$ cat src/rtl/neuron_step_scheduler_pkg.sv
`default_nettype none
// ============================================================================
//  Module   : snn_pkg
//  Purpose  : Shared types and arithmetic helpers for the LIF step scheduler.
//             Holds the FSM state encoding, the membrane width, the default
//             firing threshold and the saturating leak / add helpers.
//  Revision : 1.0  initial release
// ============================================================================
package snn_pkg;

    localparam int SNN_W      = 8;
    localparam int SNN_THRESH = 64;
    localparam int STATE_W    = 3;

    typedef enum logic [STATE_W-1:0] {
        S_IDLE  = 3'd0,
        S_LEAK  = 3'd1,
        S_INTEG = 3'd2,
        S_FIRE  = 3'd3,
        S_DONE  = 3'd4
    } state_e;

    // Plain vector constants so the state register stays a logic vector.
    localparam logic [STATE_W-1:0] ST_IDLE  = S_IDLE;
    localparam logic [STATE_W-1:0] ST_LEAK  = S_LEAK;
    localparam logic [STATE_W-1:0] ST_INTEG = S_INTEG;
    localparam logic [STATE_W-1:0] ST_FIRE  = S_FIRE;
    localparam logic [STATE_W-1:0] ST_DONE  = S_DONE;

    localparam logic signed [SNN_W-1:0] SNN_MAX = {1'b0, {(SNN_W-1){1'b1}}};
    localparam logic signed [SNN_W-1:0] SNN_MIN = {1'b1, {(SNN_W-1){1'b0}}};

    // Clamp a W+1 bit intermediate back to W bits.
    function automatic logic signed [SNN_W-1:0] sat_w(input logic signed [SNN_W:0] x);
        logic signed [SNN_W-1:0] r;
        if (x[SNN_W] != x[SNN_W-1]) begin
            r = x[SNN_W] ? SNN_MIN : SNN_MAX;
        end else begin
            r = x[SNN_W-1:0];
        end
        return r;
    endfunction

    // v*0.75 as (v>>>1)+(v>>>2). Arithmetic shifts round toward -inf, so
    // small negative values drift downward (-1 -> -2); this is deliberate.
    function automatic logic signed [SNN_W-1:0] leak(input logic signed [SNN_W-1:0] v);
        logic signed [SNN_W:0] ext;
        logic signed [SNN_W:0] sum;
        ext = {v[SNN_W-1], v};
        sum = (ext >>> 1) + (ext >>> 2);
        return sat_w(sum);
    endfunction

    function automatic logic signed [SNN_W-1:0] sat_add(input logic signed [SNN_W-1:0] a,
                                                        input logic signed [SNN_W-1:0] b);
        logic signed [SNN_W:0] sum;
        sum = {a[SNN_W-1], a} + {b[SNN_W-1], b};
        return sat_w(sum);
    endfunction

endpackage
`default_nettype wire

$ cat src/rtl/neuron_step_scheduler_if.sv
`default_nettype none
// ============================================================================
//  Module   : neuron_step_scheduler_if
//  Purpose  : Control, weighted-input stream and spike-output bundle of the
//             step scheduler.
//  Ports    : step_start/busy/done   step control
//             in_valid/in_ready/in_idx/in_weight/in_last  input beats
//             spk_valid/spk_idx/spk_vec                    spike outputs
//             master = upstream/downstream side, slave = scheduler
//  Revision : 1.0  initial release
// ============================================================================
interface neuron_step_scheduler_if
    import snn_pkg::*;
#(
    parameter int N_NEURONS = 8,
    parameter int IDX_W     = 3,
    parameter int W         = SNN_W
);
    logic                   step_start;
    logic                   busy;
    logic                   in_valid;
    logic                   in_ready;
    logic [IDX_W-1:0]       in_idx;
    logic signed [W-1:0]    in_weight;
    logic                   in_last;
    logic                   spk_valid;
    logic [IDX_W-1:0]       spk_idx;
    logic [N_NEURONS-1:0]   spk_vec;
    logic                   done;

    modport master (
        output step_start, in_valid, in_idx, in_weight, in_last,
        input  busy, in_ready, spk_valid, spk_idx, spk_vec, done
    );

    modport slave (
        input  step_start, in_valid, in_idx, in_weight, in_last,
        output busy, in_ready, spk_valid, spk_idx, spk_vec, done
    );
endinterface
`default_nettype wire

$ cat src/rtl/neuron_step_scheduler_membrane_update_unit.sv
`default_nettype none
// ============================================================================
//  Module   : membrane_update_unit
//  Purpose  : Combinational single-membrane datapath shared by all neurons.
//             mode selects leak (LEAK), saturating add (INTEG) or threshold
//             compare-and-clear (FIRE); any other mode passes v_in through.
//  Ports    : mode    scheduler state
//             v_in    selected membrane value
//             weight  input beat contribution (INTEG only)
//             v_out   updated membrane value
//             fire    v_in >= THRESH while in FIRE
//  Revision : 1.0  initial release
// ============================================================================
module membrane_update_unit
    import snn_pkg::*;
#(
    parameter int THRESH = SNN_THRESH
) (
    input  logic [STATE_W-1:0]      mode,
    input  logic signed [SNN_W-1:0] v_in,
    input  logic signed [SNN_W-1:0] weight,
    output logic signed [SNN_W-1:0] v_out,
    output logic                    fire
);

    localparam logic signed [SNN_W-1:0] THRESH_W = SNN_W'(THRESH);

    always_comb begin
        v_out = v_in;
        fire  = 1'b0;
        case (mode)
            ST_LEAK:  v_out = leak(v_in);
            ST_INTEG: v_out = sat_add(v_in, weight);
            ST_FIRE: begin
                if (v_in >= THRESH_W) begin
                    fire  = 1'b1;
                    v_out = '0;
                end
            end
            default: ;
        endcase
    end

endmodule
`default_nettype wire

$ cat src/rtl/neuron_step_scheduler.sv
`default_nettype none
// ============================================================================
//  Module   : neuron_step_scheduler
//  Purpose  : Time-multiplexes one LIF update datapath over N_NEURONS
//             membranes. Per step: leak each neuron, integrate streamed
//             weighted beats, fire/reset neurons at threshold, report spikes.
//  Ports    : clk   rising-edge clock
//             rst   asynchronous active-low reset
//             bus   neuron_step_scheduler_if.slave (control, beats, spikes)
//  Notes    : W must equal snn_pkg::SNN_W; the shared datapath is sized by
//             the package.
//  Revision : 1.0  initial release
// ============================================================================
module neuron_step_scheduler
    import snn_pkg::*;
#(
    parameter int N_NEURONS = 8,
    parameter int IDX_W     = 3,
    parameter int W         = SNN_W,
    parameter int THRESH    = SNN_THRESH
) (
    input  logic                     clk,
    input  logic                     rst,
    neuron_step_scheduler_if.slave   bus
);

    localparam logic [IDX_W-1:0] LAST_IDX = IDX_W'(N_NEURONS - 1);

    logic [STATE_W-1:0]     state_q,     state_d;
    logic [IDX_W-1:0]       cnt_q,       cnt_d;
    logic signed [W-1:0]    v_q [N_NEURONS];
    logic signed [W-1:0]    v_d [N_NEURONS];
    logic [N_NEURONS-1:0]   acc_q,       acc_d;
    logic [N_NEURONS-1:0]   spk_vec_q,   spk_vec_d;
    logic                   spk_valid_q, spk_valid_d;
    logic [IDX_W-1:0]       spk_idx_q,   spk_idx_d;

    logic                   w_beat;
    logic                   w_wr;
    logic                   w_cnt_last;
    logic [IDX_W-1:0]       w_sel_idx;
    logic signed [W-1:0]    w_v_sel;
    logic signed [W-1:0]    w_v_new;
    logic                   w_fire;

    assign w_beat     = bus.in_valid && (state_q == ST_INTEG);
    assign w_cnt_last = (cnt_q == LAST_IDX);
    // Beats address the bank by in_idx; the leak and fire sweeps by counter.
    assign w_sel_idx  = (state_q == ST_INTEG) ? bus.in_idx : cnt_q;
    assign w_wr       = (state_q == ST_LEAK) || (state_q == ST_FIRE) || w_beat;

    // Indices past N_NEURONS match no entry: the read yields 0 and the write
    // below hits nothing, which is how out-of-range beats get dropped.
    always_comb begin
        w_v_sel = '0;
        for (int i = 0; i < N_NEURONS; i++) begin
            if (w_sel_idx == IDX_W'(i)) begin
                w_v_sel = v_q[i];
            end
        end
    end

    membrane_update_unit #(
        .THRESH (THRESH)
    ) u_mem_unit (
        .mode   (state_q),
        .v_in   (w_v_sel),
        .weight (bus.in_weight),
        .v_out  (w_v_new),
        .fire   (w_fire)
    );

    always_comb begin
        state_d     = state_q;
        cnt_d       = cnt_q;
        acc_d       = acc_q;
        spk_vec_d   = spk_vec_q;
        spk_valid_d = 1'b0;
        spk_idx_d   = spk_idx_q;
        v_d         = v_q;

        for (int i = 0; i < N_NEURONS; i++) begin
            if (w_wr && (w_sel_idx == IDX_W'(i))) begin
                v_d[i] = w_v_new;
            end
        end

        case (state_q)
            ST_IDLE: begin
                if (bus.step_start) begin
                    state_d = ST_LEAK;
                    cnt_d   = '0;
                    acc_d   = '0;
                end
            end
            ST_LEAK: begin
                if (w_cnt_last) begin
                    state_d = ST_INTEG;
                    cnt_d   = '0;
                end else begin
                    cnt_d = cnt_q + 1'b1;
                end
            end
            ST_INTEG: begin
                if (w_beat && bus.in_last) begin
                    state_d = ST_FIRE;
                    cnt_d   = '0;
                end
            end
            ST_FIRE: begin
                if (w_fire) begin
                    acc_d       = acc_q | (N_NEURONS'(1) << cnt_q);
                    spk_valid_d = 1'b1;
                    spk_idx_d   = cnt_q;
                end
                if (w_cnt_last) begin
                    state_d = ST_DONE;
                    cnt_d   = '0;
                end else begin
                    cnt_d = cnt_q + 1'b1;
                end
            end
            ST_DONE: begin
                spk_vec_d = acc_q;
                state_d   = ST_IDLE;
            end
            default: state_d = ST_IDLE;
        endcase
    end

    always_ff @(posedge clk or negedge rst) begin
        if (!rst) begin
            state_q     <= ST_IDLE;
            cnt_q       <= '0;
            acc_q       <= '0;
            spk_vec_q   <= '0;
            spk_valid_q <= 1'b0;
            spk_idx_q   <= '0;
            for (int i = 0; i < N_NEURONS; i++) begin
                v_q[i] <= '0;
            end
        end else begin
            state_q     <= state_d;
            cnt_q       <= cnt_d;
            acc_q       <= acc_d;
            spk_vec_q   <= spk_vec_d;
            spk_valid_q <= spk_valid_d;
            spk_idx_q   <= spk_idx_d;
            v_q         <= v_d;
        end
    end

    assign bus.busy      = (state_q != ST_IDLE);
    assign bus.in_ready  = (state_q == ST_INTEG);
    assign bus.done      = (state_q == ST_DONE);
    assign bus.spk_valid = spk_valid_q;
    assign bus.spk_idx   = spk_idx_q;
    assign bus.spk_vec   = spk_vec_q;

endmodule
`default_nettype wire

$ cat src/flat_wrapper.sv
// flat-port wrapper written by rule: the top's interface ports become plain ports
module neuron_step_scheduler_flat import snn_pkg::*;
#(
    parameter int N_NEURONS = 8,
    parameter int IDX_W     = 3,
    parameter int W         = SNN_W,
    parameter int THRESH    = SNN_THRESH
)
  (clk, rst, bus_step_start, bus_in_valid, bus_in_idx, bus_in_weight, bus_in_last, bus_busy, bus_in_ready, bus_spk_valid, bus_spk_idx, bus_spk_vec, bus_done);
  neuron_step_scheduler_if #(.N_NEURONS(N_NEURONS), .IDX_W(IDX_W), .W(W)) bus_i ();
  input  logic clk;
  input  logic rst;
  input wire logic [$bits(bus_i.step_start)-1:0] bus_step_start;
  input wire logic [$bits(bus_i.in_valid)-1:0] bus_in_valid;
  input wire logic [$bits(bus_i.in_idx)-1:0] bus_in_idx;
  input wire logic [$bits(bus_i.in_weight)-1:0] bus_in_weight;
  input wire logic [$bits(bus_i.in_last)-1:0] bus_in_last;
  output wire logic [$bits(bus_i.busy)-1:0] bus_busy;
  output wire logic [$bits(bus_i.in_ready)-1:0] bus_in_ready;
  output wire logic [$bits(bus_i.spk_valid)-1:0] bus_spk_valid;
  output wire logic [$bits(bus_i.spk_idx)-1:0] bus_spk_idx;
  output wire logic [$bits(bus_i.spk_vec)-1:0] bus_spk_vec;
  output wire logic [$bits(bus_i.done)-1:0] bus_done;
  assign bus_i.step_start = bus_step_start;
  assign bus_i.in_valid = bus_in_valid;
  assign bus_i.in_idx = bus_in_idx;
  assign bus_i.in_weight = bus_in_weight;
  assign bus_i.in_last = bus_in_last;
  assign bus_busy = bus_i.busy;
  assign bus_in_ready = bus_i.in_ready;
  assign bus_spk_valid = bus_i.spk_valid;
  assign bus_spk_idx = bus_i.spk_idx;
  assign bus_spk_vec = bus_i.spk_vec;
  assign bus_done = bus_i.done;
  neuron_step_scheduler #(.N_NEURONS(N_NEURONS), .IDX_W(IDX_W), .W(W), .THRESH(THRESH)) u_core (.clk(clk), .rst(rst), .bus(bus_i));
endmodule
$ cat config.mk
export PLATFORM = sky130hd
export DESIGN_NAME = neuron_step_scheduler_flat
export DESIGN_NICKNAME = d
export VERILOG_FILES = /design/src/rtl/neuron_step_scheduler_pkg.sv /design/src/rtl/neuron_step_scheduler_if.sv /design/src/rtl/neuron_step_scheduler_membrane_update_unit.sv /design/src/rtl/neuron_step_scheduler.sv /design/src/flat_wrapper.sv
export SDC_FILE = /design/constraint.sdc
export NUM_CORES = 1
export LEC_CHECK = 0
export CAP_MARGIN = 40
export CORE_MARGIN = 2
export CORE_UTILIZATION = 36
export CTS_BUF_LIST = sky130_fd_sc_hd__clkbuf_2
export DETAILED_ROUTE_END_ITERATION = 8
export PLACE_DENSITY = 0.55
export SYNTH_ARGS = -nofsm -noshare
export SYNTH_HDL_FRONTEND = slang
export SYNTH_SLANG_ARGS = --single-unit
$ cat constraint.sdc
create_clock -name clk -period 11.1 [get_ports clk]
set_input_delay 2.22 -clock clk [delete_from_list [all_inputs] [get_ports clk]]
set_output_delay 2.22 -clock clk [all_outputs]
set_load 0.01 [all_outputs]
# --- Yosys cells after proc, flatten, opt, wreduce, memory -nomap -nowiden ---
# Index checks and enable logic that the tools add are counted.
word_totals:
  out_inout_bits: 15
  reg_bits: 90
  word_cells: 92
  inputBits: 16
classes:
  n_mux: 31
  bitwise_logic: 1
  n_reduce_logical: 22
  shift: 1
  add_sub_neg: 3
  n_lt_le_gt_ge: 1
  n_eq_ne: 19
ops:
  columns: ["op", "n"]
  rows:
  - ["8-bit two-way mux", 15]
  - ["3-bit two-way mux", 8]
  - ["8-bit one-hot mux with 3 select lines", 1]
  - ["3-bit equality test (second input constant)", 6]
  - ["8-bit one-hot mux with 2 select lines", 1]
  - ["3-bit by 2-bit equality test with 1-bit output (second input constant)", 4]
  - ["3-bit one-hot mux with 4 select lines", 1]
  - ["1-bit logical AND", 10]
  - ["8-bit by 8-bit adder with 9-bit output", 1]
  - ["3-bit one-hot mux with 3 select lines", 1]
  - ["7-bit by 6-bit adder with 8-bit output", 1]
  - ["8-bit greater-or-equal comparator (second input constant)", 1]
  - ["8-bit bitwise OR", 1]
  - ["1-bit by 3-bit left shift with 8-bit output (first input constant)", 1]
  - ["3-bit by 1-bit equality test with 1-bit output (second input constant)", 2]
  - ["3-bit logical NOT", 2]
  - ["2-bit by 1-bit != test with 1-bit output (second input constant)", 3]
  - ["3-bit AND reduction", 2]
  - ["3-bit nonzero test", 2]
  - ["1-bit two-way mux", 4]
  - ["2-bit != test (second input constant)", 2]
  - ["4-bit AND reduction", 1]
  - ["3-bit by 1-bit adder with 3-bit output (second input constant)", 1]
  - ["1-bit logical OR", 2]
  - ["other kinds (4)", 5]

# --- Logic depth before layout (Yosys ltp) ---
# Gate-level depths: netlist (run 1).
depth:
  ltp_word: 16
  mapped_depth: 19
  depth_no_buf: 16

# --- By module ---
# A second synthesis (run 1) with hierarchy kept.
hier_totals:
  hier_cells: 445
  area_unflattened_um2: 5126.2
by_module_without_submodules:
  columns: ["mod", "area_each_um2", "cells_each", "instances", "seq_area_each_um2"]
  rows:
  - ["neuron_step_scheduler", 4280.4, 329, 1, 2252.2]
  - ["membrane_update_unit", 845.8, 116, 1, 0.0]

# --- Worst setup path after synthesis (run 1) ---
# Ideal clock, no wire load.
synth_timing:
  kind: "input to register"
  start: "in bus_in_idx[0]"
  end: "reg u_core.v_q[21] (netlist name)"
  path_stages: 15
  path_buffers: 2
  t_arrival_ns: 6.135
  required_ns: 10.940
  setup_time_ns: 0.160
  slack_ns: 4.805
  path_cell_list: "clkbuf_1 nor4bb_1 a21oi_1 buf_2 a21oi_1 a21oi_1 or3_1 ha_1 nor2b_1 o31a_1 o31ai_1 a2111oi_0 o21a_1 a311oi_1 a31oi_1"
synth_via:
  elab_chain_cells: 14
  word_cells_on_any_way: 29
  cone_classes: "2 x add/sub; 1 x order compare; 9 x eq/ne; 15 x mux; 2 x reduce/logical"
synth_rtl:
  columns: ["item", "line", "text"]
  rows:
  - ["start, declared", "flat_wrapper.sv:15", "input wire logic [$bits(bus_i.in_idx)-1:0] bus_in_idx;"]
  - ["3-bit two-way mux *", "neuron_step_scheduler.sv:49", "assign w_sel_idx = (state_q == ST_INTEG) ? bus.in_idx : cnt_q;"]
  - ["3-bit logical NOT", "neuron_step_scheduler.sv:57", "if (w_sel_idx == IDX_W'(i)) begin"]
  - ["8-bit two-way mux (8 in series)", "neuron_step_scheduler.sv:57", null]
  - ["8-bit by 8-bit adder with 9-bit output or 7-bit by 6-bit adder with 8-bit output (tied branches)", "neuron_step_scheduler_pkg.sv:57, neuron_step_scheduler_pkg.sv:50", null]
  - ["8-bit two-way mux or 1-bit != test (tied branches)", "neuron_step_scheduler_pkg.sv:37, neuron_step_scheduler_pkg.sv:36", null]
  - ["8-bit two-way mux", "neuron_step_scheduler_pkg.sv:36", "if (x[SNN_W] != x[SNN_W-1]) begin"]
  - ["8-bit one-hot mux with 3 select lines", "neuron_step_scheduler_membrane_update_unit.sv:31", "case (mode)"]
  - ["end signal, assigned", "neuron_step_scheduler.sv:149", "v_q <= v_d;"]
  - ["end, declared", "neuron_step_scheduler.sv:31", "logic signed [W-1:0] v_q [N_NEURONS];"]
# Every way passes the cells marked *; elsewhere a longest branch is shown, timed or not.
# A chain may end at the register's enable or synchronous reset.

# --- Final worst setup path (run 1) ---
layout_timing:
  start: "in bus_in_idx[0]"
  end: "reg u_core.v_q[48] (netlist name)"
# The elaborated chain is that of the path after synthesis.

==> impl_metrics.toml, run 1 <==
[clock_network]
clockBufferDepth = 2
cts-root-buf = "clkbuf_2"
clk_latency_ps = 610
cts_buffers = 9
cts_resized = 0
cts_tree = "done"
cts_num_sinks = 90
cts.htree.levels = 3
post_cts_buffers = 0
cts_hold_buf = 0
clkTransAtPathRegs_ps = 230

[cells_and_area]
drive_gt1_share_pct = 14.17
stdcell_area_sq_um = 6171
final_nets = 630
post-route-util_pct = 40.90
nFillCells = 1513
areaGrowthSynthToFinish_pct = 11.68
antennaDiodeCount = 0

[synthesis]
synth_cell_types = 71
yosysSeqAreaShare_pct = 40.76
synth_top_area_cell = "dfrtp_1"
synth_area_sq_um = 5525
synthFlopType = "dfrtp_1"
synth_nets = 607
synth_enable_flop_cells = 0
synth-seq-cells = 90
async_flop_share_pct = 100.0
synth_top_area_share_pct = 40.76
ys_top_cells_by_area = "dfrtp_1, mux2_2, a31oi_1, ha_1, nor2_1"
syn_avg_cell_area_sq_um = 9.779
synth_cells = 565
yosys_warnings = 0

[status]
outcome = "complete, no violations"

[place]
dpl.hpwl_mm = 10.76
pre_cts_slack_ps = 3655
gp_congestion = 0.8480
io_buffers = 30
place_area_sq_um = 6032

[floorplan]
dieWidth_um = 127.9
dieArea_sq_um = 16350
start_util_pct = 36.62
core_area_sq_um = 15090
num_rows = 45
die_h_um = 127.9
ioPinCount = 31

[setup_path]
cp_max_fo = 11
reg2reg_from = "u_core.state_q[1]"
critical_path_required_ps = 11650
crit_arrival_ps = 7450
regToRegSetupSlack_ps = 5110
crit_type = "in -> reg"
cp-startpoint = "bus_in_idx[0]"
endpoint_kind = "flip-flop"
startpoint_type = "primary input"

[global_route]
grt_pass1_wl_mm = 23.94
antenna_found_initial = 0
grt_overflow = 0
grt_pass1_vias = 4253
grt_use_total_pct = 19.04
grt_max_degree = 66

[timing]
clock.fmax_mhz = 145.1
hold_viol = 0
rsz0062_at_grt = "false"
setup_slack_ps = 4207
slew_headroom_pct = 33.06
fin_crit_sh_pct = 62.10
setup_tns_ps = 0
skew_ps = 27.20
slew_viol_final = 0
worstMarginPinSlew_ps = 1004
period_minus_slack_ps = 6893
finalSetupViolCount = 0

[route]
routed_wl_mm = 14.98
drc = 0
first_iter_violations = 433
via_per_inst = 5.759
antenna_left = 0
firstDrtPassIters = 5
vias = 4498
routedWlPerCell_um = 19.18

[min_path]
min-delay-path-class = "reg -> reg"
hp-start = "u_core.bus.spk_idx[0]"

[flow_run]
drv_cap = 0
==> registers in the layout, summed over array words and instances (netlist names) <==
name / flops
u_core.acc_q: 8
u_core.bus.spk_idx: 3
u_core.bus.spk_valid: 1
u_core.bus.spk_vec: 8
u_core.cnt_q: 3
u_core.state_q: 3
u_core.v_q: 64
==> final timing paths <==
kind                                          to  cells after the start
min reg2reg                u_core.bus.spk_idx[0]                      1
max in group asynchronous         u_core.v_q[54]                      3
min                        u_core.bus.spk_idx[0]                      1
max                               u_core.v_q[48]                     14
min in group asynchronous  u_core.bus.spk_vec[1]                      1
max reg2reg                       u_core.v_q[48]                     15
==> kinds of logic after synthesis <==
logic type,Yosys count,share of synthesized area (%)
AOI/OAI and AO/OA,161,21.97
xor gates and xnor gates,7,1.110
adders and majority gates,26,6.159
buffers and inverters,53,4.280
DFF,90,40.76
muxes,50,10.19
and+or+nand+nor,178,15.53
==> cell usage after synthesis (3+ instances only) <==
library cell	n
nor2_1	64
xnor2_1	4
nor3_1	11
o211ai_1	4
mux2i_1	15
a22o_1	4
mux2_2	30
a32o_1	6
ha_1	24
dfrtp_1	90
nand2b_1	10
a211oi_1	7
xor2_1	3
a31oi_1	50
nand2_1	44
nor3b_1	8
a21oi_1	27
o21ai_4	6
nand3_1	6
o21a_1	4
a21o_1	5
inv_1	18
nor2b_1	8
a22oi_1	4
o21ai_0	10
and2_1	6
or3_1	3
nand3b_1	7
and3_1	3
o31a_1	4
clkbuf_1	25
==> worst max-delay path, stage by stage <==
cell	delay, ps
clkdlybuf4s50_1	670
nor4bb_1	570
a21o_1	460
nand2_1	110
a31oi_1	180
o31a_1	410
ha_1	350
and2_1	210
a221oi_1	330
a21oi_1	160
a2111oi_0	750
a211oi_1	130
o211ai_1	600
mux2_2	270
==> per-layer routing <==
| layer | GRT usage (%) | wire length [um] |
|---|---|---|
| met4 | 5.042 | 205 |
| met3 | 3.923 | 837 |
| met5 | 0 | 0 |
| met2 | 29.88 | 6881 |
| met1 | 26.84 | 7057 |
==> stage by stage <==
step / cells / hold slack (ps)
after global placement: 758 / 473.7
after floorplan: 565 / 460.3
after CTS: 781 / 529.1
after detailed placement: 765 / 475.3
after global routing: 781 / 547.3
final: 781 / 521.6
==> cells in the final DEF (no fill, tap or decap), types with 9 or more instances in the layout <==
master,synthesis,layout
dfrtp_1,90,90
clkbuf_2,0,10
nor3_1,11,9
a21oi_1,27,27
o21ai_0,10,10
ha_1,24,24
clkdlybuf4s50_1,0,29
nand2b_1,10,10
nor2_1,64,64
mux2_2,30,30
buf_4,1,10
inv_1,18,18
mux2i_1,15,15
nand2_1,44,44
a31oi_1,50,50
==> layout make-up <==
| class | count | area (sq um) | area share, % |
|---|---|---|---|
| inverters | 20 | 80.08 | 1.298 |
| clock buffers | 10 | 50.05 | 0.8110 |
| well taps | 188 | 235.2 | 3.812 |
| flip-flops and latches | 90 | 2252 | 36.50 |
| clock inverters | 6 | 88.84 | 1.440 |
| repair buffers | 45 | 417.9 | 6.772 |
| multi-input cells | 422 | 3047 | 49.37 |
Power of run 1 is not shown: default switching activity piles up to over one toggle a cycle in this logic, so the estimate is an artifact.
==> inputs of run 2 (changes only) <==
==> constraint.sdc (replaced) <==
create_clock -name clk -period 6.7 [get_ports clk]
set_input_delay 1.34 -clock clk [delete_from_list [all_inputs] [get_ports clk]]
set_output_delay 1.34 -clock clk [all_outputs]
set_load 0.01 [all_outputs]
==> run 2 against run 1 <==
  * Count of clock-buffer cells in the layout fell by 1
  * Hold slack lost 24 ps
  * First-iteration DRC count shrank 10%
  * Critical endpoint is now u_core.v_q[26]
  * Worst setup slack got worse by 3200 ps
  * Critical path depth unchanged
  * Largest cell class unchanged
==> impl_metrics.toml, run 2 (same netlist as run 1, synthesis figures left out) <==
[place]
gp_congestion = 0.8977
io_buffers = 30
dpl.hpwl_mm = 11.24

[setup_path]
cp_cell_sequence = "or3b_1 -> inv_2 -> mux2_2 -> o21ai_0 -> a21oi_1 -> or3_1 -> ha_1 -> nor2b_1 -> o31a_1 -> o31ai_1 -> a2111oi_0 -> o21a_1 -> a221oi_1 -> a31oi_1"
reg2reg_from = "u_core.state_q[1]"
critical_path_required_ps = 7190
reg2reg_to = "u_core.v_q[26]"
slowest_delay_ps = 770
cp_slowest_cell = "a221oi_1"
cp-startpoint = "u_core.state_q[1]"
cp_max_fo = 13
path_buf_inv = 1
crit_type = "reg -> reg"
startpoint_type = "flip-flop"
crit_arrival_ps = 6200
endpoint_kind = "flip-flop"
cpLargestDelayFamily = "compound AO/OA/AOI/OAI gates"
rr_worst_depth = 14
regToRegSetupSlack_ps = 980

[route]
drc = 0
firstDrtPassIters = 5
first_iter_violations = 389
via_per_inst = 5.747
vias = 4546
routed_wl_mm = 15.54
routedWlPerCell_um = 19.64
antenna_left = 0

[floorplan]
num_rows = 45
ioPinCount = 31
core_area_sq_um = 15090
start_util_pct = 36.62
dieArea_sq_um = 16350
dieWidth_um = 127.9
die_h_um = 127.9

[timing]
hold_ws_ps = 497.2
slew_headroom_pct = 36.06
fin_crit_sh_pct = 85.34
rsz0062_at_grt = "false"
skew_ps = 40.23
finalSetupViolCount = 0
worstMarginPinSlew_ps = 959.1
hold_viol = 0
clock.fmax_mhz = 174.9
period_minus_slack_ps = 5718
setup_tns_ps = 0
slew_viol_final = 0

[global_route]
grt_pass1_wl_mm = 25.06
antenna_found_initial = 1
grt_pass1_vias = 4584
grt_use_total_pct = 20.00
grt_overflow = 0
grt_max_degree = 68

[clock_network]
clkTransAtPathRegs_ps = 260
cts.htree.levels = 3
cts_num_sinks = 90
clk_latency_ps = 610
cts_resized = 0
cts-root-buf = "clkbuf_2"
cts_tree = "done"
post_cts_buffers = 0
clockBufferDepth = 2
cts_hold_buf = 0
cts_buffers = 9

[cells_and_area]
layout_common_cells = "dfrtp_1, nor2_1, a31oi_1"
regMostFlops = "u_core.v_q"
layout_commonest_cell = "dfrtp_1"
areaGrowthSynthToFinish_pct = 13.36
multiInputGateArea_sq_um = 3047
largest_reg_flops = 64
regArea_sq_um = 2252
post-route-util_pct = 41.51
final_nets = 640
drive_gt1_share_pct = 15.28
nFillCells = 1494

[flow_run]
drv_cap = 0

[min_path]
min-delay-path-class = "in -> async"

[status]
outcome = "complete, no violations"
[run 2: cell types whose count changed in the layout (fill, tap and decap cells not counted), sizes merged]
cell      previous run  this run
clkbuf              10         9
clkinv               1         2
clkinvlp             2         1
diode                0         1
buf                 16        26
[run 2: metal layers]
metal	up-vias	routed length, um	GRT usage [%]
met5	-	0	0
met4	0	255	6.723
met3	16	732	3.506
met2	118	7416	32.62
met1	2271	7136	26.98
li1	2141	-	-
[run 2: area by class of cell]
| class | count | share of cell area (%) |
|---|---|---|
| Sequential cell | 90 | 35.96 |
| Timing Repair Buffer | 55 | 8.150 |
| Clock buffer | 9 | 0.7191 |
| Tap cell | 188 | 3.755 |
| Multi-Input combinational cell | 422 | 48.64 |
| Clock inverter | 6 | 1.458 |
| Inverter | 20 | 1.278 |
| Antenna cell | 1 | 0.03995 |
[run 2: through the flow]
stage               instance area [sq um]  setup slack [ps]  cells
finish                               6264             982.2    791
global route                         6264             602.4    791
CTS                                  6261              1052    790
detailed placement                   6125             441.3    775
global placement                     6070             492.9    771
floorplan                            5525              1285    565
[run 2: worst max path at each step]
stage                                 to  cells past startpoint  slack (ps)
after floorplan           u_core.v_q[21]                     15        1290
after global placement    u_core.v_q[13]                     14         490
after detailed placement  u_core.v_q[58]                     14         440
after CTS                 u_core.v_q[58]                     14        1050
after global routing      u_core.v_q[18]                     14         600
final                     u_core.v_q[26]                     14         980
[run 2: worst register-to-register path: stages (launching register included)]
cell       delay [ps]
dfrtp_1           610
or3b_1            640
inv_2             370
mux2_2            470
o21ai_0           190
a21oi_1            80
or3_1             530
ha_1              400
nor2b_1           170
o31a_1            280
o31ai_1           390
a2111oi_0         220
o21a_1            280
a221oi_1          770
a31oi_1           180
Power of run 2 is left out for the same reason.
==> inputs of run 3 (changes only) <==
--- a/config.mk
+++ b/config.mk
@@ -10,7 +10,7 @@
 export CORE_UTILIZATION = 36
 export CTS_BUF_LIST = sky130_fd_sc_hd__clkbuf_2
 export DETAILED_ROUTE_END_ITERATION = 8
-export PLACE_DENSITY = 0.55
+export PLACE_DENSITY = 0.56
 export SYNTH_ARGS = -nofsm -noshare
 export SYNTH_HDL_FRONTEND = slang
 export SYNTH_SLANG_ARGS = --single-unit
==> run 3 against run 2 <==
  * Utilization rose by 0.12 points
  * Maximum frequency barely moved
  * Non-clock buffer count shrank 1
  * Final area increased by 0.30%
  * Highest routed layer unchanged
==> impl_metrics.toml, run 3 (same netlist as run 1, synthesis figures left out) <==
[setup_path]
cp_cell_sequence = "or3b_1 -> a21oi_1 -> nand2_1 -> a32oi_1 -> or3_1 -> ha_1 -> nor2b_1 -> o31a_1 -> o31ai_1 -> a2111oi_0 -> buf_4 -> o21a_1 -> a311oi_1 -> buf_4 -> a31oi_1"
slowest_delay_ps = 830
reg2reg_to = "u_core.v_q[5]"
cp_max_fo = 20
cp_slowest_cell = "a21oi_1"
crit_arrival_ps = 6200
critical_path_required_ps = 7180
crit_type = "reg -> reg"
rr_worst_depth = 15
regToRegSetupSlack_ps = 980
startpoint_type = "flip-flop"
path_buf_inv = 2
worst_path_most_repeated_cell = "buf_4"
reg2reg_from = "u_core.state_q[1]"
endpoint_kind = "flip-flop"
cpLargestDelayFamily = "compound AO/OA/AOI/OAI gates"

[cells_and_area]
regMostFlops = "u_core.v_q"
final_nets = 639
areaGrowthSynthToFinish_pct = 13.70
layout_common_cells = "dfrtp_1, nor2_1, a31oi_1"
largest_reg_flops = 64
layout_commonest_cell = "dfrtp_1"
post-route-util_pct = 41.63
drive_gt1_share_pct = 15.28

[clock_network]
cts_tree = "done"
cts-root-buf = "clkbuf_2"
post_cts_buffers = 0
cts_resized = 0
cts.htree.levels = 3
cts_num_sinks = 90
clkTransAtPathRegs_ps = 260
clk_latency_ps = 640
cts_buffers = 9
cts_hold_buf = 0
clockBufferDepth = 2

[route]
first_iter_violations = 361
routedWlPerCell_um = 19.61
antenna_left = 0
firstDrtPassIters = 5
via_per_inst = 5.750
routed_wl_mm = 15.51
drc = 0
vias = 4548

[timing]
hold_viol = 0
slew_headroom_pct = 42.65
skew_ps = 45.21
clock.fmax_mhz = 174.9
period_minus_slack_ps = 5718
slew_viol_final = 0
rsz0062_at_grt = "false"
hold_ws_ps = 473.4
fin_crit_sh_pct = 85.34
setup_tns_ps = 0
finalSetupViolCount = 0
worstMarginPinSlew_ps = 836.3

[floorplan]
num_rows = 45
start_util_pct = 36.62
dieWidth_um = 127.9
die_h_um = 127.9
dieArea_sq_um = 16350
ioPinCount = 31
core_area_sq_um = 15090

[flow_run]
drv_cap = 0

[global_route]
grt_pass1_vias = 4496
grt_use_total_pct = 19.64
antenna_found_initial = 1
grt_overflow = 0
grt_max_degree = 66
grt_pass1_wl_mm = 24.76

[place]
gp_congestion = 0.8896
io_buffers = 30
dpl.hpwl_mm = 10.99

[min_path]
min-delay-path-class = "in -> async"

[status]
outcome = "complete, no violations"
-- run 3: cell type report --
class	count	area, sq um
clock inverters	6	113.9
fillers	1504	8807
multi-input cells	422	3047
clock buffers	10	50.05
diodes	1	2.502
repair buffers	54	501.7
well taps	188	235.2
flip-flops and latches	90	2252
inverters	20	80.08
-- run 3: worst reg2reg max path: stages, from the launching register on --
cell,delay [ps]
dfrtp_1,630
or3b_1,750
a21oi_1,840
nand2_1,410
a32oi_1,260
or3_1,330
ha_1,350
nor2b_1,170
o31a_1,280
o31ai_1,380
a2111oi_0,190
buf_4,170
o21a_1,240
a311oi_1,270
buf_4,220
a31oi_1,100
-- run 3: how the worst max path moves through the flow --
stage / startpoint / endpoint / slack [ps] / cells after the start
6_report: u_core.state_q[1] / u_core.v_q[5] / 980 / 15
5_1_grt: u_core.state_q[1] / u_core.v_q[16] / 650 / 16
4_1_cts: u_core.state_q[1] / u_core.v_q[5] / 1080 / 15
3_5_place_dp: bus_in_idx[0] / u_core.v_q[5] / 630 / 16
3_3_place_gp: bus_in_idx[0] / u_core.v_q[13] / 710 / 16
2_1_floorplan: bus_in_idx[0] / u_core.v_q[21] / 1290 / 15
-- run 3: per-stage QoR --
step	setup WS (ps)	std cells	area (sq um)
6_report	981.9	791	6282
5_1_grt	653.2	791	6282
4_1_cts	1079	790	6280
3_5_place_dp	627.2	774	6116
3_3_place_gp	707.5	772	6077
2_1_floorplan	1285	565	5525
-- run 3: layer usage --
metal	track usage (%)	wire length, um	vias to the layer above
met2	30.64	7031	134
met4	7.046	360	0
met3	4.090	841	29
met1	27.08	7278	2252
li1	-	-	2133
met5	0	0	-
Power of run 3 is left out for the same reason.
